<file path="config.mk">
export PLATFORM = sky130hd
export DESIGN_NAME = hazard_controller_flat
export DESIGN_NICKNAME = d
export VERILOG_FILES = /design/src/rtl/hazard_controller_pkg.sv /design/src/rtl/hazard_controller_if.sv /design/src/rtl/hazard_controller_sat_counter.sv /design/src/rtl/hazard_controller.sv /design/src/flat_wrapper.sv
export SDC_FILE = /design/constraint.sdc
export NUM_CORES = 1
export LEC_CHECK = 0
export CELL_PAD_IN_SITES_DETAIL_PLACEMENT = 1
export CELL_PAD_IN_SITES_GLOBAL_PLACEMENT = 1
export CORE_MARGIN = 2
export CORE_UTILIZATION = 32
export DETAILED_ROUTE_END_ITERATION = 10
export GPL_TIMING_DRIVEN = 0
export PLACE_DENSITY_LB_ADDON = 0.08
export SYNTH_ARGS = -nofsm -noshare
export SYNTH_HDL_FRONTEND = slang
export SYNTH_SLANG_ARGS = --single-unit
</file>
<file path="constraint.sdc">
create_clock -name i_clk -period 2.1 [get_ports i_clk]
set_clock_uncertainty 0.15 [all_clocks]
set_input_delay 0.21 -clock i_clk [delete_from_list [all_inputs] [get_ports i_clk]]
set_output_delay 0.21 -clock i_clk [all_outputs]
set_load 0.03 [all_outputs]
</file>
<file path="src/rtl/hazard_controller_pkg.sv">
// Shared pipeline types for the hazard controller: mult/div FSM states and register constants.
package pipeline_pkg;

  typedef enum logic {
    RUN     = 1'b0,
    MD_WAIT = 1'b1
  } md_state_t;

  localparam logic [4:0] REG_ZERO = 5'd0;

endpackage

</file>
<file path="src/rtl/hazard_controller_if.sv">
// Pipeline-to-hazard-controller signal bundle; master is the datapath, slave is the controller.
interface hazard_controller_if #(
  parameter int CNT_W = 16
);
  logic [4:0]       i_IF_ID_Rs;
  logic [4:0]       i_IF_ID_Rt;
  logic             i_ID_uses_Rt;
  logic [4:0]       i_ID_EX_Rt;
  logic             i_ID_EX_mem_read;
  logic             i_ID_md_use;
  logic             i_ID_EX_md_start;
  logic             i_EX_branch_taken;
  logic             i_ID_jump;
  logic             o_PC_write;
  logic             o_IF_ID_write;
  logic             o_IF_ID_flush;
  logic             o_ID_EX_flush;
  logic             o_md_busy;
  logic             o_md_done;
  logic [CNT_W-1:0] o_stall_cycles;
  logic [CNT_W-1:0] o_flush_count;

  modport master (
    output i_IF_ID_Rs, i_IF_ID_Rt, i_ID_uses_Rt, i_ID_EX_Rt, i_ID_EX_mem_read,
           i_ID_md_use, i_ID_EX_md_start, i_EX_branch_taken, i_ID_jump,
    input  o_PC_write, o_IF_ID_write, o_IF_ID_flush, o_ID_EX_flush,
           o_md_busy, o_md_done, o_stall_cycles, o_flush_count
  );

  modport slave (
    input  i_IF_ID_Rs, i_IF_ID_Rt, i_ID_uses_Rt, i_ID_EX_Rt, i_ID_EX_mem_read,
           i_ID_md_use, i_ID_EX_md_start, i_EX_branch_taken, i_ID_jump,
    output o_PC_write, o_IF_ID_write, o_IF_ID_flush, o_ID_EX_flush,
           o_md_busy, o_md_done, o_stall_cycles, o_flush_count
  );
endinterface

</file>
<file path="src/rtl/hazard_controller_sat_counter.sv">
// Saturating up-counter: holds at all-ones instead of wrapping; clr has priority over en.
module sat_counter #(
  parameter int W = 16
) (
  input  logic         clk,
  input  logic         en,
  input  logic         clr,
  output logic [W-1:0] q
);

  always_ff @(posedge clk) begin
    if (clr) begin
      q <= '0;
    end else if (en && (q != '1)) begin
      q <= q + 1'b1;
    end
  end

endmodule

</file>
<file path="src/rtl/hazard_controller.sv">
// Load-use bubble insertion, branch/jump flush, mult/div busy-wait FSM and saturating perf counters.
// Control outputs are combinational; only the FSM, md_done and the counters are registered.
module hazard_controller
  import pipeline_pkg::*;
#(
  parameter int MD_LATENCY = 32,
  parameter int CNT_W      = 16
) (
  input  logic               i_clk,
  input  logic               i_reset,
  hazard_controller_if.slave bus
);

  // Counter only ever holds MD_LATENCY-1 down to 1.
  localparam int MD_CNT_W = (MD_LATENCY > 2) ? $clog2(MD_LATENCY) : 1;

  md_state_t           state, state_nxt;
  logic [MD_CNT_W-1:0] md_cnt, md_cnt_nxt;
  logic                md_done, md_done_nxt;

  logic load_use, md_haz, stall;
  logic pc_write, if_id_write, if_id_flush, id_ex_flush;

  assign load_use = bus.i_ID_EX_mem_read && (bus.i_ID_EX_Rt != REG_ZERO) &&
                    ((bus.i_ID_EX_Rt == bus.i_IF_ID_Rs) ||
                     (bus.i_ID_uses_Rt && (bus.i_ID_EX_Rt == bus.i_IF_ID_Rt)));
  assign md_haz   = ((state == MD_WAIT) || bus.i_ID_EX_md_start) && bus.i_ID_md_use;
  assign stall    = load_use || md_haz;

  always_ff @(posedge i_clk) begin
    if (i_reset) begin
      state   <= RUN;
      md_cnt  <= '0;
      md_done <= 1'b0;
    end else begin
      state   <= state_nxt;
      md_cnt  <= md_cnt_nxt;
      md_done <= md_done_nxt;
    end
  end

  // A start seen while already waiting is ignored; the op in flight keeps its count.
  always_comb begin
    state_nxt   = state;
    md_cnt_nxt  = md_cnt;
    md_done_nxt = 1'b0;
    case (state)
      RUN: begin
        if (bus.i_ID_EX_md_start) begin
          state_nxt  = MD_WAIT;
          md_cnt_nxt = MD_CNT_W'(MD_LATENCY - 1);
        end
      end
      MD_WAIT: begin
        md_cnt_nxt = md_cnt - 1'b1;
        if (md_cnt == MD_CNT_W'(1)) begin
          state_nxt   = RUN;
          md_done_nxt = 1'b1;
        end
      end
      default: state_nxt = RUN;
    endcase
  end

  // Taken branch outranks stalls: the stalled ID instruction is squashed anyway.
  always_comb begin
    pc_write    = 1'b1;
    if_id_write = 1'b1;
    if_id_flush = 1'b0;
    id_ex_flush = 1'b0;
    if (bus.i_EX_branch_taken) begin
      if_id_flush = 1'b1;
      id_ex_flush = 1'b1;
    end else if (stall) begin
      pc_write    = 1'b0;
      if_id_write = 1'b0;
      id_ex_flush = 1'b1;
    end else if (bus.i_ID_jump) begin
      if_id_flush = 1'b1;
    end
  end

  assign bus.o_PC_write    = pc_write;
  assign bus.o_IF_ID_write = if_id_write;
  assign bus.o_IF_ID_flush = if_id_flush;
  assign bus.o_ID_EX_flush = id_ex_flush;
  assign bus.o_md_busy     = (state == MD_WAIT);
  assign bus.o_md_done     = md_done;

  sat_counter #(.W(CNT_W)) u_stall_cnt (
    .clk (i_clk),
    .en  (!pc_write),
    .clr (i_reset),
    .q   (bus.o_stall_cycles)
  );

  sat_counter #(.W(CNT_W)) u_flush_cnt (
    .clk (i_clk),
    .en  (if_id_flush),
    .clr (i_reset),
    .q   (bus.o_flush_count)
  );

endmodule
</file>
<file path="src/flat_wrapper.sv">
// flat-port wrapper written by rule: the top's interface ports become plain ports
module hazard_controller_flat import pipeline_pkg::*;
#(
  parameter int MD_LATENCY = 32,
  parameter int CNT_W      = 16
)
  (i_clk, i_reset, bus_i_IF_ID_Rs, bus_i_IF_ID_Rt, bus_i_ID_uses_Rt, bus_i_ID_EX_Rt, bus_i_ID_EX_mem_read, bus_i_ID_md_use, bus_i_ID_EX_md_start, bus_i_EX_branch_taken, bus_i_ID_jump, bus_o_PC_write, bus_o_IF_ID_write, bus_o_IF_ID_flush, bus_o_ID_EX_flush, bus_o_md_busy, bus_o_md_done, bus_o_stall_cycles, bus_o_flush_count);
  hazard_controller_if #(.CNT_W(CNT_W)) bus_i ();
  input  logic i_clk;
  input  logic i_reset;
  input wire logic [$bits(bus_i.i_IF_ID_Rs)-1:0] bus_i_IF_ID_Rs;
  input wire logic [$bits(bus_i.i_IF_ID_Rt)-1:0] bus_i_IF_ID_Rt;
  input wire logic [$bits(bus_i.i_ID_uses_Rt)-1:0] bus_i_ID_uses_Rt;
  input wire logic [$bits(bus_i.i_ID_EX_Rt)-1:0] bus_i_ID_EX_Rt;
  input wire logic [$bits(bus_i.i_ID_EX_mem_read)-1:0] bus_i_ID_EX_mem_read;
  input wire logic [$bits(bus_i.i_ID_md_use)-1:0] bus_i_ID_md_use;
  input wire logic [$bits(bus_i.i_ID_EX_md_start)-1:0] bus_i_ID_EX_md_start;
  input wire logic [$bits(bus_i.i_EX_branch_taken)-1:0] bus_i_EX_branch_taken;
  input wire logic [$bits(bus_i.i_ID_jump)-1:0] bus_i_ID_jump;
  output wire logic [$bits(bus_i.o_PC_write)-1:0] bus_o_PC_write;
  output wire logic [$bits(bus_i.o_IF_ID_write)-1:0] bus_o_IF_ID_write;
  output wire logic [$bits(bus_i.o_IF_ID_flush)-1:0] bus_o_IF_ID_flush;
  output wire logic [$bits(bus_i.o_ID_EX_flush)-1:0] bus_o_ID_EX_flush;
  output wire logic [$bits(bus_i.o_md_busy)-1:0] bus_o_md_busy;
  output wire logic [$bits(bus_i.o_md_done)-1:0] bus_o_md_done;
  output wire logic [$bits(bus_i.o_stall_cycles)-1:0] bus_o_stall_cycles;
  output wire logic [$bits(bus_i.o_flush_count)-1:0] bus_o_flush_count;
  assign bus_i.i_IF_ID_Rs = bus_i_IF_ID_Rs;
  assign bus_i.i_IF_ID_Rt = bus_i_IF_ID_Rt;
  assign bus_i.i_ID_uses_Rt = bus_i_ID_uses_Rt;
  assign bus_i.i_ID_EX_Rt = bus_i_ID_EX_Rt;
  assign bus_i.i_ID_EX_mem_read = bus_i_ID_EX_mem_read;
  assign bus_i.i_ID_md_use = bus_i_ID_md_use;
  assign bus_i.i_ID_EX_md_start = bus_i_ID_EX_md_start;
  assign bus_i.i_EX_branch_taken = bus_i_EX_branch_taken;
  assign bus_i.i_ID_jump = bus_i_ID_jump;
  assign bus_o_PC_write = bus_i.o_PC_write;
  assign bus_o_IF_ID_write = bus_i.o_IF_ID_write;
  assign bus_o_IF_ID_flush = bus_i.o_IF_ID_flush;
  assign bus_o_ID_EX_flush = bus_i.o_ID_EX_flush;
  assign bus_o_md_busy = bus_i.o_md_busy;
  assign bus_o_md_done = bus_i.o_md_done;
  assign bus_o_stall_cycles = bus_i.o_stall_cycles;
  assign bus_o_flush_count = bus_i.o_flush_count;
  hazard_controller #(.MD_LATENCY(MD_LATENCY), .CNT_W(CNT_W)) u_core (.i_clk(i_clk), .i_reset(i_reset), .bus(bus_i));
endmodule
</file>
# After elaboration in Yosys (flattened, before gate mapping)

Cells that the tools add are included.

Output and inout bits: 38
Latch bits: 0
Memories kept: 0
Memory bits (read-only): 0
Bits in writable memories: 0
Register bits: 39
Input port bits: 23
Logic and storage cells: 40

Add/subtract/negate cells: 3
Shift operators: 0
Multipliers: 0
Mux-type cells: 13
Bitwise operators: 1
Eq/ne operators: 6
$lt $le $gt $ge: 0
Div/mod/pow operators: 0
Reduce and logical (&&, ||, !) cells: 12

Operators with widths:

| operator                                            | number |
|---|---|
| adder 16 x 1 -> 16 bit, second input constant       | 2 |
| inequality test 16 bit, second input constant       | 2 |
| equality test 5 bit                                 | 2 |
| two-way mux 1 bit                                   | 10 |
| one-hot mux 5 bit (2 select lines)                  | 1 |
| logical AND 1 bit                                   | 6 |
| equality test 5 x 1 -> 1 bit, second input constant | 1 |
| two-way mux 5 bit                                   | 1 |
| nonzero test 5 bit                                  | 1 |
| subtractor 5 x 1 -> 5 bit, second input constant    | 1 |
| logical OR 1 bit                                    | 3 |
| inequality test 2 bit, second input constant        | 1 |
| one-hot mux 1 bit (2 select lines)                  | 1 |
| OR reduction 2 bit                                  | 1 |
| logical NOT 1 bit                                   | 1 |
| NOT 1 bit                                           | 1 |

# Longest topological paths before layout

Depth in word-level cells: 9
Gate-level depth with buffers: 8
Depth with buffers taken out: 7

# By module

Synthesis repeated with hierarchy kept, for this count alone.

Cell total of the unflattened synthesis: 259
Area total of the unflattened synthesis: 2205.9 um^2

Modules (own cells, without submodules):

| module            | cells an instance | sequential area each (um^2) | times used | area an instance (um^2) |
|---|---|---|---|---|
| sat_counter       | 99                | 320.3                       | 2          | 848.3 |
| hazard_controller | 61                | 140.1                       | 1          | 509.2 |

# Worst setup path before layout

Ideal clock, no wire load.

Path type: reg2reg
Start: register u_core.u_flush_cnt.q[0]
End: register u_core.u_flush_cnt.q[13]
Library setup time: 0.123 ns
Period minus slack after synthesis: 2.229 ns
Path slack: -0.129 ns
Required time: 1.827 ns
Arrival time: 1.956 ns
Buffers on the path: 1
Stages on the path, launching flop included: 9
Path through: dfxtp_1 -> ha_1 -> nand2_1 -> nor2_1 -> nand3_1 -> nand2_1 -> buf_4 -> a21oi_2 -> mux2_1

Cells in the longest elaborated chain, start to end: 2
Elaborated cells between the ends (all ways): 3
Those cells by class: 1 x add/sub; 1 x eq/ne; 1 x reduce/logical

RTL lines:

| what                                                           | line                                | RTL |
|---|---|---|
| from (decl)                                                    | hazard_controller_sat_counter.sv:8  | `output logic [W-1:0] q` |
| from (signal assigned)                                         | hazard_controller_sat_counter.sv:15 | `q <= q + 1'b1;` |
| branches (longest 2 deep; another with adder 16 x 1 -> 16 bit) | -                                   |  |

Several ways; the timed one is not identified.
A chain may end at the register's enable or synchronous reset.

# Final worst setup path

Start: register u_core.u_stall_cnt.q[0]
End: register u_core.u_stall_cnt.q[15]

Cells in the longest elaborated chain, start to end: 2
Elaborated cells between the ends (all ways): 3
Those cells by class: 1 x add/sub; 1 x eq/ne; 1 x reduce/logical

RTL lines:

| what                                                           | line |
|---|---|
| from (decl)                                                    | hazard_controller_sat_counter.sv:8 |
| from (signal assigned)                                         | hazard_controller_sat_counter.sv:15 |
| branches (longest 2 deep; another with adder 16 x 1 -> 16 bit) | - |

Several ways; the timed one is not identified.

==> results <==
- Measured against the total synthesized area, the mux share comes to 0.08670.
- The number of enable flip-flop cells after synthesis is 0.
- The global-route congestion overflow total is 0.
- The normalized max-slew margin is 0.6120.
- The design area is approximately 3400 um2.
- The required time at the worst-slack endpoint is 2140 ps.
- The flip-flop and latch count after synthesis is 39.
- The endpoint with the worst hold slack is u_core.md_cnt[1]$_SDFFE_PP0N_.
- In the final layout, the share of cells above drive strength 1 is 0.2809.
- The largest incremental delay on the critical path is about 380 ps.
- The proportion of power drawn by combinational gates is 0.192.
- STA puts the critical path data arrival time at 2140 ps.
- The fraction of power consumed by the clock network is 0.324.
- The class of the tightest hold or removal check is in2reg.
- The share of flip-flops with an asynchronous set or reset is 0.
- The origin of the critical flop-to-flop path is u_core.u_stall_cnt.q[0]$_SDFFE_PP0P_.
- Among all flip-flop cells after synthesis, the most frequent one is sky130_fd_sc_hd__dfxtp_1.
- The die covers 7958 um2.
- Hold repair after CTS inserted 0 buffers.
- The hold path startpoint is bus_i_ID_EX_md_start.
- The number of maximum-capacitance constraint violations is 0.
- The routed design could run at a clock period as short as 2100 ps.
- The number of nets in the layout is 383.
- Using the TritonRoute via totals, the vias-per-cell ratio works out to slightly above 5.
- The most repeated cell in the gate-level netlist after synthesis is sky130_fd_sc_hd__dfxtp_1.
- Traced cell by cell, the critical path runs through ha_4, and2_4, a311o_1, nor4_2, a21oi_2, nor2_1, mux2_1.
- The via count of the first global-routing pass is 2234.
- The number of cells on the worst hold path is 3.
- The clock tree from TritonCTS is built.
- From left edge to right edge, the die measures 89.21 um.
- For the worst flop-to-flop path, the logic depth is 7.
- Summed over all cells, the static leakage comes to 1.221 nW.
- In this run the critical register-to-register path is captured at u_core.u_stall_cnt.q[15]$_SDFFE_PP0P_.
- The final count of pins violating max slew is 0.
- The largest fanout of any net on the critical path is 4.
- For this run, the share of the core covered by cells in the final layout is 0.4707.
- For this block, the initial DRC count from the detailed router was just over 60.
- The total number of yosys warnings is 0.
- The clock reaches the later pin of the worst-skew pair after 300 ps.
- After synthesis, the largest family of logic cells by area is simple AND/OR/NAND/NOR gates.
- Ranked by total cell area, the synthesized netlist is headed by sky130_fd_sc_hd__dfxtp_1 34%, sky130_fd_sc_hd__mux2_1 5.8%, sky130_fd_sc_hd__nor2b_1 4.6%.
- Counting distinct cell types in the post-synthesis netlist gives 56.
- At the end of routability-driven placement, the weighted congestion stood at 0.7212.
- The initial standard-cell utilization of the core is 0.3256.
- The worst setup path is launched from a register.
- The count of H-tree levels built during CTS is 2.
- Of the total power, the share spent switching nets is 0.3032.
- After detailed routing, the total wire length is 6915 um.
- Once detailed placement completed, the half-perimeter wirelength came to 4847 um.
- The area fraction in compound gates after synthesis is 0.1691.
- The CTS root buffer is sky130_fd_sc_hd__clkbuf_8.
- The number of primary I/O pins is 61.
- The total area of multi-input combinational cells is between 1500 and 2000 um2.
- The number of buffers created by CTS is 5.
- Of the total synthesized cell area, the portion taken by XOR and XNOR cells is 0.04900.
- A synthesized cell averages 8.480 um2.
- For this design, the sink count on the clock tree is 39.
- For this design, the slowest cell found on the critical path is sky130_fd_sc_hd__dfxtp_4.
- The share of Yosys cell area claimed by the top area cell type is 0.3360.
- The initial antenna violation count is 0.
- Based on the critical path, the design can be clocked at up to 476.2 MHz.
- The clock tree buffer depth is 2.
- The share of total power dissipated in sequential elements is 0.484.
- Across the whole layout, storage elements account for 805.8 um2.
- Of the total synthesized cell area, the portion taken by AND, OR, NAND and NOR gates is 0.2940.
- The global router's overall resource usage is 0.1775.
- The flow ran to the end, and the final reports show no timing, DRC or antenna violations.
- The clock transition at the registers of the reported paths is approximately 90 ps.
- The kind of end point of the critical path is a register.
- Of the available clock period, the critical path in the final layout requires 0.9999.
- After detailed routing, the average wire length per cell comes to 15.20 um.
- Summing all placed instances gives a cell area of 3052 um2.
- For flop-to-flop paths, the worst setup slack is roughly 0.25 ps.
- Once detail routing completed, the nets flagged for antenna violations numbered 0.
- The switching power is 489.4 uW.
- After floorplanning, the core was divided into 31 placement rows.
- The count of inserted antenna diode cells is 0.
- For this run, the register share of the synthesized area comes to 0.3360.
- The total power per unit cell area is between 400 and 500 nW/um2.
- The fill cell total of the finished layout is 861.
- The post-route DRC violation count is 0.
- Setup repair after global routing could not meet its margin everywhere.
- The category of the critical setup timing path is reg2reg.
- The synthesized cell area is between 2000 and 2500 um2.
- The number of I/O port buffers is 58.
- The pre-antenna-repair detailed-routing pass consisted of 4 iterations.
- The number of hold violations in the final report is 0.
- The worst-case IR drop observed on VDD is 0.2715 mV.
- The floorplan step set the die height to 89.21 um.
- Counting instances in the post-synthesis netlist gives the leading cell types as 39 x sky130_fd_sc_hd__dfxtp_1, 28 x sky130_fd_sc_hd__nor2_1, 18 x sky130_fd_sc_hd__nand2_1, 17 x sky130_fd_sc_hd__nor2b_1, 14 x sky130_fd_sc_hd__a21oi_1.
- Entering global routing, the biggest net connects 13 pins.
- Adding up every negative setup slack in the final design gives 0 ps.
- Of all cell types, the one taking the most synthesized area is sky130_fd_sc_hd__dfxtp_1.
- The number of nets in the synthesized netlist is 301.
- The region available for standard cell placement spans 7137 um2.
- The first-pass GRT wire length is ~11000 um.
- The share of synthesized cell area in full adder, half adder and majority cells is 0.02154.
- The synthesized netlist cell count is 274.
- The via total after detailed routing is 2308.
- The final setup violation count is 0.
- The worst-margin pin slew is 582.1 ps.
- The area growth from synthesis to layout is 44.59%.
- The internal power of the cells is 1.125 mW.
cell usage in the layout, fill, tap and decap left out, drive strengths merged, types with 9 or more instances in the layout:
master,synthesis,layout
nand2,19,19
nand3,13,13
dlygate4sd2,0,9
nand4,10,10
dfxtp,39,39
clkbuf,6,18
mux2,17,17
xnor2,11,11
clkdlybuf4s50,0,38
o21ai,14,14
nor2b,17,17
a21oi,23,23
nor2,29,29
buf,8,26
power groups by stage:
stage	combinational, mW	sequential (mW)	clock [mW]
after global placement	0.275	0.797	0
after detailed placement	0.281	0.798	0
after floorplan	0.152	0.810	0
after global routing	0.339	0.785	0.575
final	0.310	0.781	0.523
after CTS	0.294	0.782	0.551
stage by stage:
step                      hold slack [ps]  instances  worst slack [ps]  total power, mW
final                               214.9        455            0.2485            1.614
after detailed placement            325.0        431             -1056            1.079
after floorplan                     268.6        274             9.508           0.9620
after CTS                           268.2        447            -59.10            1.627
after global routing                260.0        455            -99.01            1.699
after global placement              323.5        431             -1033            1.073
area by class of cell:
| class | instances | area share |
|---|---|---|
| buffer | 13 | 0.02309 |
| clock buffer | 5 | 0.02048 |
| clock inverter | 2 | 0.004097 |
| inverter | 6 | 0.006704 |
| multi-input combinational | 215 | 0.4670 |
| sequential | 39 | 0.2399 |
| tap | 99 | 0.03687 |
| timing repair buffer | 76 | 0.2019 |
state kept, by name, indices dropped and copies added, names as in the netlist:
register	cells
u_core.u_flush_cnt.q	16
u_core.u_stall_cnt.q	16
u_core.bus.o_md_done	1
u_core.md_cnt	5
u_core.bus.o_md_busy	1
how the worst max path moves through the flow:
stage / startpoint / end / slack (ps) / cells past startpoint
2_1_floorplan: u_core.u_flush_cnt.q[9]$_SDFFE_PP0P_ / u_core.u_flush_cnt.q[7]$_SDFFE_PP0P_ / 10 / 8
3_3_place_gp: bus_i_ID_EX_Rt[0] / bus_o_PC_write / -1030 / 7
3_5_place_dp: bus_i_ID_EX_Rt[0] / bus_o_PC_write / -1060 / 7
4_1_cts: bus_i_IF_ID_Rt[0] / bus_o_PC_write / -60 / 8
5_1_grt: u_core.u_stall_cnt.q[0]$_SDFFE_PP0P_ / u_core.u_stall_cnt.q[15]$_SDFFE_PP0P_ / -100 / 7
6_report: u_core.u_stall_cnt.q[0]$_SDFFE_PP0P_ / u_core.u_stall_cnt.q[15]$_SDFFE_PP0P_ / 0.2 / 7
metal layers:
layer	track usage	vias to the layer above	wire length [um]
li1	-	1162	-
met1	0.2325	1104	3297
met2	0.2963	34	3356
met3	0.03139	8	161
met4	0.05699	0	100
met5	0	-	0
cell families after synthesis:
logic type                 Yosys count
AOI/OAI and AO/OA                   55
xor gates and xnor gates            13
adders and majority gates            4
buffers and inverters               20
DFF                                 39
muxes                               18
and+or+nand+nor                    125
what timing repair did:
| action | 4_1_cts | 5_1_grt |
|---|---|---|
| pin swaps | 15 | 16 |
| cloned | 0 | 3 |
| endpoints found under the setup margin | 32 | 29 |
| resized for setup | 47 | 37 |
| buffers inserted | 9 | 6 |
worst max-delay path: cells and delay by family (launching register included):
| kind | cells | cell delay, ps |
|---|---|---|
| flip-flops | 1 | 380 |
| AND/OR/NAND/NOR | 3 | 480 |
| adder cells (fa/ha/maj) | 1 | 170 |
| AO/OA/AOI/OAI | 2 | 480 |
| multiplexers | 1 | 330 |
(Power assumes the default switching activity.)
